`config.mk`:
```
export PLATFORM = sky130hd
export DESIGN_NAME = count_monitor
export DESIGN_NICKNAME = d
export VERILOG_FILES = /design/src/rtl/count_pkg.sv /design/src/rtl/count_monitor.sv
export SDC_FILE = /design/constraint.sdc
export NUM_CORES = 1
export LEC_CHECK = 0
export CAP_MARGIN = 20
export CORE_UTILIZATION = 35
export CTS_BUF_LIST = sky130_fd_sc_hd__clkbuf_4
export CTS_CLUSTER_SIZE = 8
export DETAILED_ROUTE_END_ITERATION = 8
export PLACE_DENSITY = 0.6
export SYNTH_ARGS = -nofsm -noshare
export SYNTH_HDL_FRONTEND = slang
export SYNTH_SLANG_ARGS = --single-unit
```
`constraint.sdc`:
```
create_clock -name Clk -period 2.09 [get_ports Clk]
set_clock_uncertainty 0.1 [all_clocks]
set_input_delay 0.3135 -clock Clk [delete_from_list [all_inputs] [get_ports Clk]]
set_output_delay 0.3135 -clock Clk [all_outputs]
set_load 0.01 [all_outputs]
```
`src/rtl/count_pkg.sv`:
```
`default_nettype none
// ============================================================================
// Module      : count_pkg
// Description : Shared definitions for the count-sequence source and the
//               count monitor. Holds the count width, the default last value
//               of a pass, and the monitor state encoding.
// Revision    : 1.0  initial release
// ============================================================================
package count_pkg;

   // Width of every count value on the sequence bus
   localparam int c_COUNT_W       = 4;

   // Default last value of each 0..MAX_COUNT pass
   localparam int c_MAX_COUNT_DEF = 7;

   typedef enum logic [2:0] {
      ST_IDLE  = 3'd0,
      ST_TRACK = 3'd1,
      ST_HOLD  = 3'd2,
      ST_DONE  = 3'd3,
      ST_ERR   = 3'd4
   } mon_state_t;

endpackage : count_pkg
`default_nettype wire

```
`src/rtl/count_monitor.sv`:
```
`default_nettype none
// ============================================================================
// Module      : count_monitor
// Description : Watches a count-sequence stream. After locking on a 0 it
//               requires NUM_PASSES complete 0..MAX_COUNT passes, followed by
//               HOLD_CYCLES further MAX_COUNT samples, and then raises Done.
//               Any out-of-sequence sample moves it to a sticky error state.
//               All outputs are registered; a sample accepted on one edge is
//               visible on the outputs right after that edge.
// Ports       : Clk        in   clock, rising edge
//               Rst        in   synchronous active-high reset
//               CountValid in   CountIn is sampled this cycle
//               CountIn    in   count value from the sequence source
//               Expected   out  next value the monitor will accept
//               PassNum    out  0-based index of the pass in progress
//               Locked     out  monitor has seen a 0 and is tracking
//               SeqErr     out  sequence violation detected
//               Done       out  full sequence plus hold observed
// Config      : COUNT_MONITOR_RESYNC_EN - when defined, a valid 0 received
//               in the error state restarts tracking from pass 0. When not
//               defined, the error state is left only by Rst.
// Revision    : 1.0  initial release
// ============================================================================
module count_monitor
   import count_pkg::*;
#(
   parameter int MAX_COUNT   = c_MAX_COUNT_DEF,
   parameter int NUM_PASSES  = 3,   // legal 1..4
   parameter int HOLD_CYCLES = 2    // legal 1..15
) (
   input  logic                 Clk,
   input  logic                 Rst,
   input  logic                 CountValid,
   input  logic [c_COUNT_W-1:0] CountIn,
   output logic [c_COUNT_W-1:0] Expected,
   output logic [1:0]           PassNum,
   output logic                 Locked,
   output logic                 SeqErr,
   output logic                 Done
);

   localparam int                 c_LAST_PASS_I = NUM_PASSES - 1;
   localparam logic [c_COUNT_W-1:0] c_MAX       = MAX_COUNT[c_COUNT_W-1:0];
   localparam logic [1:0]         c_LAST_PASS   = c_LAST_PASS_I[1:0];
   localparam logic [3:0]         c_HOLD        = HOLD_CYCLES[3:0];
   localparam logic [c_COUNT_W-1:0] c_ONE       = c_COUNT_W'(1);

   mon_state_t           r_state;
   logic [c_COUNT_W-1:0] r_expected;
   logic [1:0]           r_pass;
   logic                 r_locked;
   logic                 r_seq_err;
   logic                 r_done;
   logic [3:0]           r_hold_cnt;

   logic                 w_mismatch;
   logic [3:0]           w_hold_next;

   // Values above MAX_COUNT can never equal Expected, so they fall out as a
   // plain mismatch rather than needing a separate range check.
   assign w_mismatch  = (CountIn != r_expected);
   assign w_hold_next = r_hold_cnt + 4'd1;

   always_ff @(posedge Clk) begin
      if (Rst) begin
         r_state    <= ST_IDLE;
         r_expected <= '0;
         r_pass     <= '0;
         r_locked   <= 1'b0;
         r_seq_err  <= 1'b0;
         r_done     <= 1'b0;
         r_hold_cnt <= '0;
      end else if (CountValid) begin
         case (r_state)
            ST_IDLE: begin
               // Anything other than 0 is noise before lock, not an error
               if (CountIn == '0) begin
                  r_state    <= ST_TRACK;
                  r_expected <= c_ONE;
                  r_locked   <= 1'b1;
               end
            end

            ST_ERR: begin
`ifdef COUNT_MONITOR_RESYNC_EN
               if (CountIn == '0) begin
                  r_state    <= ST_TRACK;
                  r_expected <= c_ONE;
                  r_pass     <= '0;
                  r_locked   <= 1'b1;
                  r_seq_err  <= 1'b0;
               end
`endif
            end

            default: begin
               // TRACK, HOLD and DONE share the same mismatch handling;
               // Expected and PassNum are left frozen at the failing point.
               if (w_mismatch) begin
                  r_state   <= ST_ERR;
                  r_seq_err <= 1'b1;
                  r_done    <= 1'b0;
                  r_locked  <= 1'b0;
               end else if (r_state == ST_TRACK) begin
                  if (r_expected != c_MAX) begin
                     r_expected <= r_expected + c_ONE;
                  end else if (r_pass != c_LAST_PASS) begin
                     r_pass     <= r_pass + 2'd1;
                     r_expected <= '0;
                  end else begin
                     // Final pass complete; Expected stays at MAX_COUNT
                     r_state    <= ST_HOLD;
                     r_hold_cnt <= '0;
                  end
               end else if (r_state == ST_HOLD) begin
                  r_hold_cnt <= w_hold_next;
                  if (w_hold_next == c_HOLD) begin
                     r_state <= ST_DONE;
                     r_done  <= 1'b1;
                  end
               end
               // DONE with a matching MAX_COUNT sample: nothing changes
            end
         endcase
      end
   end

   assign Expected = r_expected;
   assign PassNum  = r_pass;
   assign Locked   = r_locked;
   assign SeqErr   = r_seq_err;
   assign Done     = r_done;

endmodule : count_monitor
`default_nettype wire
```
==> run metrics <==
Reg2Reg Launch Point Expected[1]; leading cell type in the layout, fill and taps excluded buf_4; setup violation total in the final timing report 0; floorplan row count 18; Setup crit start Expected[1]; relative slew slack roughly 69%; die height approximately 54 um; post-route minimum period between 2000 and 2500 ps; run status complete, no violations; Multi-input gate area 632 um2; distinct cell type count after synthesis 39; crit-path leading delay family simple AND/OR/NAND/NOR gates; Largest stage delay, worst path 520 ps; Detail Route Antenna Nets 0; die area 2910 um2; Final period util between 90 and 100%; Post-synth ARST share 0%; most frequent cells in the layout buf_4, dfxtp_1, nor2_1; Port Buffer Count 15; Least-Margin Pin Slew between 400 and 500 ps; Max-cap violations 0; syn nets ~130; Initial Utilization a little under two fifths; Clk Latency, worst-skew pair roughly 280 ps; vias per std cell roughly 5.4; Worst EP required approximately 2200 ps; worst hold start SeqErr; first-pass GRT wire length just over 4000 um; crit path capture type flop; nets@finish 164; final hold violations 0; leading area contributor after synthesis dfxtp_1; antenna cells 0; DR iter-0 viols 32; Placed Area 1260 um2; CTS clock-pin slew for the worst setup and hold paths roughly 100 ps; Arr. time, crit path between 2000 and 2500 ps; WHS 389 ps; pwr dens between 400 and 500 nW/um2; Top FF cell, synth dfxtp_1; routed length per instance roughly 14 um; IO Pins 16; core area 2520 um2; syn_area_per_cell approximately 8.3 um2; Leak Pwr around 0.53 nW; Final Instance Area about 1400 um2; final WL 2500 um; number of fill cells 256; Worst Path Max Fanout 4; Die W around 54 um; share of layout cells above drive strength 1 between 20% and 30%; Mapped Area about 940 um2; via count 987; initial antenna violation count 0; final-report max-slew violation count 0; remaining global-route overflow 0; DP HPWL roughly 1800 um; vias in the first global route a little over 900; Hold WC Path Type reg2reg; Max clock buf depth 2; Max H-tree Level 1; Post-Place Cells between 150 and 200; CTS buffer count 3; total chip power roughly 0.58 mW; largest net degree at the start of global routing 10; Residual DRC 0; final design utilization 54.8%; sequential-to-total area share from yosys stat 34.0%; worst-path cell chain buf_4 -> xnor2_1 -> nand4_4 -> a211o_1 -> or4_4 -> a21oi_2; Area Overhead vs Synth 46.4%; Synth area leaders dfxtp_1, ha_1, nor2_1; Root Buffer clkbuf_4; number of synthesized register bits 16; routability cong. 0.803; crit path buf inv count 1; Pre-Repair DR Iteration Count 4; Worst path slowest cell or4_4; Max VDD drop between 400 and 500 uV; Post-Synthesis Cells 114; Sequential Area approximately 330 um2; Fmax approximately 500 MHz; Layout Cells excl Fill about 180; EDFF count, synth 0; clk sinks 16; share of the synthesized area in the top cell type between 30 and 40%; crit path launch type flop; synth warn 0; Crit Path Category reg2reg; CTS tree done; GR Util All Layers 19.7%
cells by family after synthesis:
kind of cell	synth area share, %
buffers and inverters	4.78
DFF	34.0
adders and majority gates	5.31
xor gates and xnor gates	6.37
and+or+nand+nor	29.8
AOI/OAI and AO/OA	19.8
tightest hold or removal path, cell delays in order, from the launching register on:
cell	delay (ps)
dfxtp_1	340
nor2_1	50
nor2_1	70
flip-flops by register name, summed over array words and instances, names as in the netlist:
register    cells
Expected        4
r_hold_cnt      4
r_state         3
PassNum         2
Done            1
Locked          1
SeqErr          1
path summary, 6_finish.rpt:
path / to / slack (ps) / depth (start not counted)
worst max register to register: r_hold_cnt[3] / 90 / 6
worst max-delay path: r_hold_cnt[3] / 90 / 6
worst min-delay path: SeqErr / 390 / 2
worst min register to register: SeqErr / 390 / 2
report_power, final:
part           internal [mW]  total [mW]  switching [mW]
clock                 0.0693       0.170           0.101
sequential             0.308       0.314         0.00630
combinational         0.0497      0.0956          0.0459
what timing repair did:
item	in CTS	in global routing
hold buffers	0	0
endpoints found under the setup margin	2	8
gates resized for setup	3	19
setup buffers	0	3
pin swaps	1	10
gates cloned	0	0
cells in the mapped netlist, drive strengths merged, types with 4 or more instances:
cell   number
o21ai       6
a21oi       7
inv         7
nor3        5
ha          4
nor2       12
nand2      10
dfxtp      16
nand3       5
xnor2       6
routing by layer:
layer	track usage, %	part of all wire (%)
met3	3.67	5.5
met2	31.9	47
met5	0	0
met4	7.89	0.76
met1	25.4	46
per-stage QoR:
step                setup WS (ps)  TNS [ps]
global placement             -363     -2560
CTS                         -38.3     -38.3
detailed placement           -433     -2810
global route                -1.24     -1.24
floorplan                    25.8         0
finish                       88.5         0
final cells by class:
class | instances | area share, %
clock buffers | 3 | 1.63
clock inverters | 1 | 0.272
inverters | 7 | 1.90
multi-input cells | 88 | 45.7
flip-flops and latches | 16 | 23.9
well taps | 30 | 2.72
repair buffers | 37 | 23.8
Power figures use the tool's default switching activity.
